## src/rtl/vga_timing_gen.sv

```systemverilog
// VGA raster timing: prescaled pixel tick drives h/v counters; syncs, coordinates and strobes are registered.
// Outputs update 1 iClk after a tick; iEn low freezes the prescaler, counters and level outputs (no backpressure input).
module vga_timing_gen #(
  parameter int H_ACTIVE = 640,
  parameter int H_FP     = 16,
  parameter int H_SYNC   = 96,
  parameter int H_BP     = 48,
  parameter int V_ACTIVE = 480,
  parameter int V_FP     = 10,
  parameter int V_SYNC   = 2,
  parameter int V_BP     = 33,
  parameter bit HS_POL   = 1'b0,
  parameter bit VS_POL   = 1'b0,
  parameter int CLK_DIV  = 4,
  parameter int CNT_W    = 11,
  parameter int FC_W     = 8
) (
  input  logic             iClk,
  input  logic             iRst,
  input  logic             iEn,
  output logic             oPixEn,
  output logic             oHSync,
  output logic             oVSync,
  output logic             oActive,
  output logic [CNT_W-1:0] oX,
  output logic [CNT_W-1:0] oY,
  output logic             oLineStart,
  output logic             oFrameStart,
  output logic [FC_W-1:0]  oFrameCnt
);

  localparam int H_TOTAL = H_ACTIVE + H_FP + H_SYNC + H_BP;
  localparam int V_TOTAL = V_ACTIVE + V_FP + V_SYNC + V_BP;
  localparam int PW      = (CLK_DIV > 1) ? $clog2(CLK_DIV) : 1;

  localparam logic [PW-1:0]    P_LAST = PW'(CLK_DIV - 1);
  localparam logic [CNT_W-1:0] H_LAST = CNT_W'(H_TOTAL - 1);
  localparam logic [CNT_W-1:0] V_LAST = CNT_W'(V_TOTAL - 1);
  localparam logic [CNT_W-1:0] H_ACT  = CNT_W'(H_ACTIVE);
  localparam logic [CNT_W-1:0] V_ACT  = CNT_W'(V_ACTIVE);
  localparam logic [CNT_W-1:0] HS_BEG = CNT_W'(H_ACTIVE + H_FP);
  localparam logic [CNT_W-1:0] HS_END = CNT_W'(H_ACTIVE + H_FP + H_SYNC - 1);
  localparam logic [CNT_W-1:0] VS_BEG = CNT_W'(V_ACTIVE + V_FP);
  localparam logic [CNT_W-1:0] VS_END = CNT_W'(V_ACTIVE + V_FP + V_SYNC - 1);

  logic [PW-1:0]    pCnt;
  logic             tick;
  logic             hWrap;
  logic [CNT_W-1:0] hNext;
  logic [CNT_W-1:0] vNext;
  logic             frameNext;

  // oX/oY double as the h/v counter state; everything else is derived from their next values.
  always_comb begin
    tick      = iEn && (pCnt == P_LAST);
    hWrap     = (oX == H_LAST);
    hNext     = oX;
    vNext     = oY;
    if (tick) begin
      hNext = hWrap ? '0 : oX + 1'b1;
      if (hWrap) begin
        vNext = (oY == V_LAST) ? '0 : oY + 1'b1;
      end
    end
    frameNext = tick && (hNext == '0) && (vNext == '0);
  end

  always_ff @(posedge iClk) begin
    if (iRst) begin
      pCnt        <= '0;
      oX          <= H_LAST;
      oY          <= V_LAST;
      oActive     <= 1'b0;
      oHSync      <= ~HS_POL;
      oVSync      <= ~VS_POL;
      oPixEn      <= 1'b0;
      oLineStart  <= 1'b0;
      oFrameStart <= 1'b0;
      oFrameCnt   <= '0;
    end else begin
      if (iEn) begin
        pCnt <= tick ? '0 : pCnt + 1'b1;
      end
      oX          <= hNext;
      oY          <= vNext;
      oActive     <= (hNext < H_ACT) && (vNext < V_ACT);
      oHSync      <= (hNext >= HS_BEG && hNext <= HS_END) ? HS_POL : ~HS_POL;
      oVSync      <= (vNext >= VS_BEG && vNext <= VS_END) ? VS_POL : ~VS_POL;
      oPixEn      <= tick;
      oLineStart  <= tick && (hNext == '0);
      oFrameStart <= frameNext;
      if (frameNext) begin
        oFrameCnt <= oFrameCnt + 1'b1;
      end
    end
  end

endmodule

```

## config.mk

```make
export PLATFORM = sky130hd
export DESIGN_NAME = vga_timing_gen
export DESIGN_NICKNAME = d
export VERILOG_FILES = /design/src/rtl/vga_timing_gen.sv
export SDC_FILE = /design/constraint.sdc
export NUM_CORES = 1
export LEC_CHECK = 0
export ABC_AREA = 1
export CAP_MARGIN = 20
export CORE_MARGIN = 3
export CORE_UTILIZATION = 45
export DETAILED_ROUTE_END_ITERATION = 8
export PLACE_DENSITY = 0.84
export SLEW_MARGIN = 20
export SYNTH_ARGS = -nofsm -noshare
export SYNTH_HDL_FRONTEND = slang
export SYNTH_SLANG_ARGS = --single-unit
```

## constraint.sdc

```tcl
create_clock -name iClk -period 2 [get_ports iClk]
set_input_delay 0.4 -clock iClk [delete_from_list [all_inputs] [get_ports iClk]]
set_output_delay 0.4 -clock iClk [all_outputs]
set_load 0.01 [all_outputs]
```

Word level (Yosys, flattened, before mapping)
Index checks and enable logic that the tools add are counted.
{"block": "word_totals", "reg_bits": 38, "input_bits": 3, "out_inout_bits": 36, "wordCells": 39}
{"block": "op_classes", "addsub": 4, "n_lt_le_gt_ge": 6, "n_eq_ne": 3, "muxes": 8, "n_reduce_logical": 8}
{"operator": "$mux 11", "count": 5}
{"operator": "$add 11x1->11 const B", "count": 2}
{"operator": "$eq 11x10->1 const B", "count": 2}
{"operator": "$logic_not 11->1", "count": 2}
{"operator": "$ge 11x10->1 const B", "count": 1}
{"operator": "$ge 11x9->1 const B", "count": 1}
{"operator": "$le 11x10->1 const B", "count": 1}
{"operator": "$le 11x9->1 const B", "count": 1}
{"operator": "$lt 11x10->1 const B", "count": 1}
{"operator": "$lt 11x9->1 const B", "count": 1}
{"operator": "$add 8x1->8 const B", "count": 1}
{"operator": "$logic_and 1x1->1", "count": 6}
{"operator": "$add 2x1->2 const B", "count": 1}
{"operator": "$eq 2x2->1 const B", "count": 1}
{"operator": "$mux 1", "count": 2}
{"operator": "$mux 2", "count": 1}

Logic depth before layout (Yosys ltp)
Gate-level depths: netlist of run 1.
{"block": "logic_depth", "ltp_word": 7, "depth_mapped": 16, "depth_no_buf": 16}

Least setup slack after synthesis of run 1
Ideal clock, no wire load.
{"block": "synth_timing", "kind": "reg-to-reg", "from": "register oX[0]", "to": "register oFrameCnt[0]", "setup_ns": 0.112, "arrival_time_ns": 1.890, "setup_slack_ns": -0.003, "path_stages_with_launch": 15, "path_buffers": 0, "cell_sequence": "dfxtp_1 ha_1 nand2_2 inv_2 nand2_4 nor3_4 nand2_1 nand3_2 nand2_2 nor2_2 nand2_2 nor2_8 nand3_1 nand2_1 nor2_2"}
{"block": "synth_between", "elab_chain_len": 6, "word_cells_on_any_way": 10, "classes_between": "1 x add/sub; 1 x eq/ne; 4 x mux; 4 x reduce/logical"}
{"element": "start: declaration", "line": "25", "rtl": "output logic [CNT_W-1:0] oX,"}
{"element": "start signal: assignment", "line": "84", "rtl": "oX <= hNext;"}
{"element": "$add 11x1->11 / $eq 11x10->1 (equally long branches)", "line": "60, 56"}
{"element": "$mux 11", "line": "60", "rtl": "hNext = hWrap ? '0 : oX + 1'b1;"}
{"element": "$mux 11", "line": "59", "rtl": "if (tick) begin"}
{"element": "$logic_not 11->1", "line": "65", "rtl": "frameNext = tick && (hNext == '0) && (vNext == '0);"}
{"element": "$logic_and 1x1->1", "line": "65"}
{"element": "$logic_and 1x1->1 *", "line": "65"}
{"element": "end signal: assignment", "line": "93", "rtl": "oFrameCnt <= oFrameCnt + 1'b1;"}
{"element": "end: declaration", "line": "29", "rtl": "output logic [FC_W-1:0] oFrameCnt"}
Mark *: on every way between the ends. The rest lies on a longest branch, timed or not.
A chain may end at the register's enable or synchronous reset.

Worst setup path in the final report of run 1
{"block": "layout_timing", "from": "register oX[9]", "to": "register oFrameCnt[5]"}
The elaborated chain is that of the path after synthesis.

==> impl_metrics.tcl, run 1 <==
set metrics [dict create \
    insertedDiodeCount 0 \
    hold_violations 0 \
    timing.hold.ws_ps 515 \
    slew-limit-headroom 0.751 \
    synth_ff_type "dfxtp_1" \
    finalPower_mw 2.02 \
    p_int_mw 1.47 \
    vias 2980 \
    crit_top_cell "nor2_4" \
    hold_class "reg -> reg" \
    finalWorstSetupSlack_ps -200 \
    synth_edf_count 0 \
    place_ws_ps -559 \
    fin_skew_ps 9.85 \
    violations "negative setup slack" \
    p_leak_nw 1.80 \
    ir_drop_mv 0.619 \
    rr_worst_depth 13 \
    syn-num-nets 333 \
    rows 25 \
    drt-vias-per-instance 5.73 \
    p_sw_mw 0.549 \
    power_frac_seq 0.387 \
    drive_gt1_frac 0.470 \
    synth.largest_area_cell "dfxtp_1" \
    netlist_instances 325 \
    grtUsageTotal 0.300 \
    numPortBuffers 38 \
    synth.distinct_cells 34 \
    p_sw_frac 0.272 \
    nets 460 \
    max_cap_violations 0 \
    dieArea_um2 5870 \
    setup_viol 13 \
    async_reset_ff_frac 0 \
    crit_type "reg -> reg" \
    antenna_found_initial 0 \
    cp_max_fo 5 \
    p_clk_frac 0.425 \
    root_buffer "clkbuf_8" \
    period_minus_slack_ps 2200 \
    clk_pin_slew_ps 80 \
    netlist_area_um2 2240 \
    yosys_warnings 0 \
    wl_met3_um 738 \
    worstSetupStartpointType "flip-flop" \
    clock.fmax_ghz 0.455 \
    ctsLongestPathBuffers 2 \
    grt_overflow 0 \
    cts_buffers 5 \
    chipWidth_um 76.6 \
    worst_pin_slew_ps 372 \
    cts_hold_buf 0 \
    drcViolationCount 0 \
    slowest_delay_ps 390 \
    drtPass1Iterations 5 \
    crit_chain "nand2_1 -> inv_1 -> nand3_4 -> nor2_4 -> buf_6 -> nand4_1 -> nand3_2 -> nand2_2 -> nor2_4 -> nand2_4 -> nor2_4 -> nand3_2 -> a21oi_2" \
    comb_power_share 0.188 \
    core-area_um2 4750 \
    grt_pass1_vias 2953 \
    grt_pass1_wl_um 14000 \
    crit_path_end_kind "flip-flop" \
    cts.sinks 38 \
    wl_um 9520 \
    place_area_um2 3150 \
    p_per_area_nw_per_um2 511 \
    hold_path_depth 2 \
    num_io_pins 39 \
    area_growth_syn_to_layout_pct 75.9 \
    final_util 0.829 \
    synth_area_leaders "dfxtp_1, nand2_1, nand3_1" \
    htreeDepth 2 \
    initial_core_util 0.472 \
    yosysMostFrequentCell "nand2_1" \
    fin_area_um2 3940 \
    synth-seq-cells 38 \
    critPathSlowestCell "dfxtp_1" \
    top_layer "met4" \
    worstPathArrival_ps 2440 \
    avgSynthCellArea_um2 6.90 \
    cts_tree "done" \
    seq_area_frac_synth 0.339 \
    drt_iter0_markers 243 \
    finalCritPeriodShare 1.10 \
    gp_congestion 0.901 \
    dpl.hpwl_um 4950 \
    report.final.slew_viol_count 0 \
    rsz0062_at_grt "true" \
    wl_met1_um 3570 \
    insertion_delay_ps 310 \
    required_ps 2240 \
    synth_top_area_share 0.339 \
    grt_max_degree 13 \
    fp.dieH_um 76.6 \
    status "finished with violations" \
    wl_met2_um 4570 \
    postRouteAntennaNets 0 \
    wl_per_cell_um 18.3 \
    synth_common_cells "nand2_1, nor2_1, dfxtp_1" \
]
==> layer usage <==
layer / track usage / up-vias
li1: - / 1307
met3: 0.0780 / 66
met4: 0.179 / 0
met1: 0.322 / 1396
met2: 0.525 / 211
met5: 0 / -
==> cell usage in the layout (no fill, tap or decap), types with 8 or more instances in the layout <==
master           synthesis  layout
buf_4                    1      74
nor2_4                   2      11
nand2_2                  6      31
buf_6                    1      10
nand2_4                  2       9
nor2_1                  41      27
nand3_1                 35      25
inv_1                   33      26
inv_2                    4       9
nor2_2                   5      12
nand3_2                  5      10
nand2_1                 88      55
clkdlybuf4s50_1          0      37
nand4_1                  8       8
dfxtp_1                 38      31
==> kinds of logic after synthesis <==
| kind of cell | after synthesis | share of synthesized area |
|---|---|---|
| DFF | 38 | 0.339 |
| buffers and inverters | 43 | 0.0770 |
| xor gates and xnor gates | 9 | 0.0385 |
| AOI/OAI and AO/OA | 21 | 0.0525 |
| adders and majority gates | 5 | 0.0279 |
| and+or+nand+nor | 209 | 0.465 |
==> cell type report <==
cell class	count	area (um2)
sequential	38	774
timing repair buffer	122	1050
tap	67	83.8
multi-input combinational	247	1740
fill	264	811
clock inverter	2	60.1
clock buffer	6	82.6
inverter	38	155
==> final timing paths <==
kind / from / endpoint / slack (ps)
worst max-delay path: oX[9]$_SDFF_PP1_ / oFrameCnt[5]$_SDFFE_PP0P_ / -200
worst min-delay path: oFrameCnt[7]$_SDFFE_PP0P_ / oFrameCnt[7]$_SDFFE_PP0P_ / 510
worst max register to register: oX[9]$_SDFF_PP1_ / oFrameCnt[5]$_SDFFE_PP0P_ / -200
worst min register to register: oFrameCnt[7]$_SDFFE_PP0P_ / oFrameCnt[7]$_SDFFE_PP0P_ / 510
==> per-stage QoR <==
step | TNS (ps) | cells
finish | -1830 | 520
global route | -3440 | 520
CTS | -48.3 | 518
detailed placement | -6900 | 488
global placement | -5330 | 488
floorplan | 0 | 325
==> critical path: cells and delay by family (launching register included) <==
kind                   cells  cell delay (ps)
AOI/OAI and AO/OA          1              140
buffers and inverters      2              290
and+or+nand+nor           10             1320
DFF                        1              390
==> power by group through the flow <==
| stage | Clock [mW] | Combinational [mW] | Sequential, mW |
|---|---|---|---|
| after global routing | 0.881 | 0.400 | 0.782 |
| after floorplan | 0 | 0.126 | 0.801 |
| final | 0.857 | 0.379 | 0.780 |
| after CTS | 0.835 | 0.313 | 0.781 |
| after global placement | 0 | 0.238 | 0.794 |
| after detailed placement | 0 | 0.244 | 0.795 |
==> state kept, by name, summed over array words and instances (netlist names) <==
| name | cells |
|---|---|
| oHSync | 1 |
| oY | 11 |
| oPixEn | 1 |
| oFrameCnt | 8 |
| oLineStart | 1 |
| oActive | 1 |
| pCnt | 2 |
| oFrameStart | 1 |
| oX | 11 |
| oVSync | 1 |
==> what timing repair did <==
item                                    CTS  global route
endpoints found under the setup margin   12            14
hold endpoints to repair                  0             0
pin swaps                                39            44
resized for setup                        68            65
setup buffers                            19             4
gates cloned                              3             0
Note: power is estimated with default switching activity, not from simulation.
==> run 2: changes to the inputs <==
--- a/config.mk
+++ b/config.mk
@@ -6,7 +6,6 @@
 export NUM_CORES = 1
 export LEC_CHECK = 0
 export ABC_AREA = 1
-export CAP_MARGIN = 20
 export CORE_MARGIN = 3
 export CORE_UTILIZATION = 45
 export DETAILED_ROUTE_END_ITERATION = 8
==> results of run 2 <==
Same layout as run 1: the final DEF is identical, and so are final timing and power.
==> edit 1, RTL diff (flow settings as in run 1) <==
Make the reset (`iRst`) asynchronous in one clocked block.
--- a/src/rtl/vga_timing_gen.sv
+++ b/src/rtl/vga_timing_gen.sv
@@ -66,5 +66,5 @@
   end
 
-  always_ff @(posedge iClk) begin
+  always_ff @(posedge iClk or posedge iRst) begin
     if (iRst) begin
       pCnt        <= '0;
Formal check against the unedited RTL: differs if iRst is asserted again (counterexample within 10 cycles, from zero or initial values and one cycle with iRst high); with iRst held inactive, the same outputs for 10 cycles.
==> edit 1 against run 1 <==
The run still ends with negative setup slack left; largest cell class unchanged; largest power group is now registers; routed wire length shrank 12%; sequential cell count is the same; total power grew 13%; worst setup slack lost 0.14 ns; critical path type unchanged; final area shrank 3.8%; combinational power grew 87%; first-iteration DRC count grew 39%; synthesized area grew 6.3%; non-clock buffer count shrank 6; count of clock-buffer cells in the layout grew 1.
==> edit 1: results (changes against run 1) <==
synthesized_area_fraction_occupied_by_ao_oa_aoi_and_oai_cells: 0.0221  # was 0.0525
synth_cell_type_count: 28  # was 34
asyncSetResetFlopFracSynth: 1.00  # was 0
setup_violations: 11  # was 13
fin_hold_ws_ns: 0.425  # was 0.515 ns
detail_route.vias_per_cell: 5.57  # was 5.73
place_inst: 485  # was 488
final-instance-count-excl-fill: 508  # was 520
total_leakage_power_nw: 1.91  # was 1.80 nW
minimum_setup_slack_in_the_final_design_ns: -0.338  # was -0.200 ns
worst-r2r-cell-count: 14  # was 13
crit_arrival_ns: 2.53  # was 2.44 ns
finalNetCount: 448  # was 460
outcome: "finished with violations"  # unchanged
synth.area.top_cells: "dfrtp_1, nand2_1, dfstp_2"  # was dfxtp_1, nand2_1, nand3_1
synth-adder-area-share: 0.0263  # was 0.0279
crit-reg2reg-launch: "oX[0]"  # was oX[9]
synth.mux.area_fraction: 0.00473  # was 0
place_ws_ns: -0.532  # was -0.559 ns
seq_total_area: 0.255  # was 0.196
synth_area_in_xor_xnor: 0.0399  # was 0.0385
endpoint_of_the_lowest_slack_register_to_register_path: "oFrameCnt[4]"  # was oFrameCnt[5]
n_multi_input_combinational_cell: 236  # was 247
violations: "negative setup slack"  # unchanged
postLayoutCellArea_mm2: 0.00379  # was 0.00394 mm²
==> edit 1: how the worst max path moves through the flow <==
stage	start	to	slack, ns
after detailed placement	iEn	oFrameCnt[3]	-0.53
after global routing	oX[0]	oFrameCnt[4]	-0.51
after CTS	oX[1]	oFrameCnt[0]	-0.20
final	oX[0]	oFrameCnt[4]	-0.34
after global placement	iEn	oFrameCnt[7]	-0.45
after floorplan	oX[0]	oFrameCnt[2]	-0.04
==> edit 1: routing by layer <==
layer	vias up	GRT usage	part of all wire
met5	-	0	0
met4	0	0.119	0.036
met3	36	0.0476	0.081
met2	175	0.460	0.50
met1	1352	0.314	0.39
li1	1266	-	-
==> edit 1: what timing repair did <==
item                       in CTS  in global routing
setup endpoints to repair      11                 14
gates cloned                    1                  0
pin swaps                      14                 21
buffers inserted                9                  5
resized for setup              22                 32
==> edit 2, RTL diff (flow settings as in run 1) <==
Made on the original files. `VS_POL`: 1'b0 -> 1'b1.
--- a/src/rtl/vga_timing_gen.sv
+++ b/src/rtl/vga_timing_gen.sv
@@ -11,5 +11,5 @@
   parameter int V_BP     = 33,
   parameter bit HS_POL   = 1'b0,
-  parameter bit VS_POL   = 1'b0,
+  parameter bit VS_POL   = 1'b1,
   parameter int CLK_DIV  = 4,
   parameter int CNT_W    = 11,
Check against the original RTL: not equivalent (Yosys sat finds a counterexample within 4 cycles, from zero or initial values and one cycle with iRst high).
==> edit 2 against run 1 <==
Synthesized area up 9.3%; the run still ends with negative setup slack left; count of clock-buffer cells in the layout did not move; sequential cell count did not move; worst setup slack improved by 0.034 ns; routed wire length is 12% lower; total power fell by 10%; via count decreased by 2.0%; final area fell by 6.6%.
==> edit 2: results (changes against run 1) <==
global_router_s_overall_resource_usage: 0.253  # was 0.300
post_route_cells_drive_above_1_share: 0.378  # was 0.470
number_of_global_route_vias_before_repair: 2903  # was 2953
hold-path-cell-count: 2  # unchanged
total_leakage_power_nw: 1.68  # was 1.80 nW
cp_slowest_stage_delay_ns: 0.46  # was 0.39 ns
drtIter0Drc: 257  # was 243
met2_length_um: 4160  # was 4570 µm
place_inst: 505  # was 488
synth_area_per_cell_um2: 7.02  # was 6.90 µm²
max-slew-margin-rel: 0.743  # was 0.751
final-instance-count-excl-fill: 528  # was 520
ir_worst_vdd_v: 0.000472  # was 0.000619 V
timing.hold.worst.start: "pCnt[0]"  # was oFrameCnt[7]
detail_route.vias_per_cell: 5.53  # was 5.73
minimum_setup_slack_in_the_final_design_ns: -0.166  # was -0.200 ns
final.setup_skew_ns: 0.00595  # was 0.00985 ns
endpoint_of_the_lowest_slack_register_to_register_path: "oFrameCnt[3]"  # was oFrameCnt[5]
dpl_cell_area_mm2: 0.00329  # was 0.00315 mm²
place_ws_ns: -0.385  # was -0.559 ns
violations: "negative setup slack"  # unchanged
crit_arrival_ns: 2.36  # was 2.44 ns
destination_of_the_worst_hold_path: "pCnt[0]"  # was oFrameCnt[7]
groute.layer.met2.usage: 0.461  # was 0.525
grt_start_max_net_pins: 20  # was 13
finalSetupTns_ns: -1.05  # was -1.83 ns
synth_cell_type_count: 37  # was 34
setup_violations: 11  # was 13
maximum_fanout_along_the_worst_path: 6  # was 5
leading_post_synthesis_cells_by_instance_count: "nand2_1, nor2_1, nand3_1"  # was nand2_1, nor2_1, dfxtp_1
yosysSeqAreaShare: 0.310  # was 0.339
worst-r2r-cell-count: 11  # was 13
m1WireLength_um: 3200  # was 3570 µm
fin_hold_ws_ns: 0.533  # was 0.515 ns
yosys_warnings: 0  # unchanged
crit-reg2reg-launch: "oX[7]"  # was oX[9]
met3WireLength_um: 697  # was 738 µm
global_route.usage.met3: 0.0576  # was 0.0780
grt_first_pass_wirelength_um: 13000  # was 14000 µm
drt_wl_total_um: 8380  # was 9520 µm
gp_congestion: 0.910  # was 0.901
outcome: "finished with violations"  # unchanged
finalNetCount: 465  # was 460
final_hpwl_dp_um: 5210  # was 4950 µm
n_fill_cell: 342  # was 264
synth.net_count: 357  # was 333
synth.area.top_cells: "dfxtp_1, nand2_1, nand3_1"  # unchanged
[edit 2: changes by cell type in the layout (fill, tap and decap cells not counted), moves of 8 or more]
| cell | before | now |
|---|---|---|
| nand2_1 | 55 | 65 |
| nand4_1 | 8 | 17 |
| buf_6 | 10 | 2 |
| nand2_2 | 31 | 16 |
| nor2_1 | 27 | 47 |
[edit 2: worst max-delay path by stage]
stage             from      endpoint  cells past startpoint
5_1_grt        pCnt[0]  oFrameCnt[3]                     15
4_1_cts          oX[1]  oFrameCnt[4]                     12
2_1_floorplan    oY[0]  oFrameCnt[5]                     13
6_report         oX[7]  oFrameCnt[3]                     11
3_5_place_dp       iEn  oFrameCnt[3]                     13
3_3_place_gp       iEn  oFrameCnt[1]                     14
[edit 2: kinds of logic (layout without fill, tap and decap cells)]
group,count (synthesis),after routing,share of synthesized area
compound gates,22,22,0.0510
xor+xnor,5,5,0.0179
fa+ha+maj,5,5,0.0255
buf+inv,49,156,0.0955
flops,38,38,0.310
simple gates,230,232,0.500
[edit 2: repair_timing]
item / 4_1_cts / 5_1_grt
resized for setup: 22 / 32
cloned: 2 / 0
endpoints found under the setup margin: 11 / 14
hold buffers: 0 / 0
buffers inserted: 11 / 3
pin swaps: 18 / 15
[edit 2: area by class of cell]
cell class | count | area [µm²] | area share
multi-input cells | 264 | 1640 | 0.444
well taps | 70 | 87.6 | 0.0238
flip-flops and latches | 38 | 774 | 0.210
clock buffers | 6 | 72.6 | 0.0197
inverters | 40 | 164 | 0.0445
clock inverters | 2 | 37.5 | 0.0102
repair buffers | 108 | 912 | 0.248
[edit 2: report_power, final]
group | internal (mW) | switching, mW
Sequential | 0.770 | 0.0149
Combinational | 0.148 | 0.191
Clock | 0.373 | 0.309
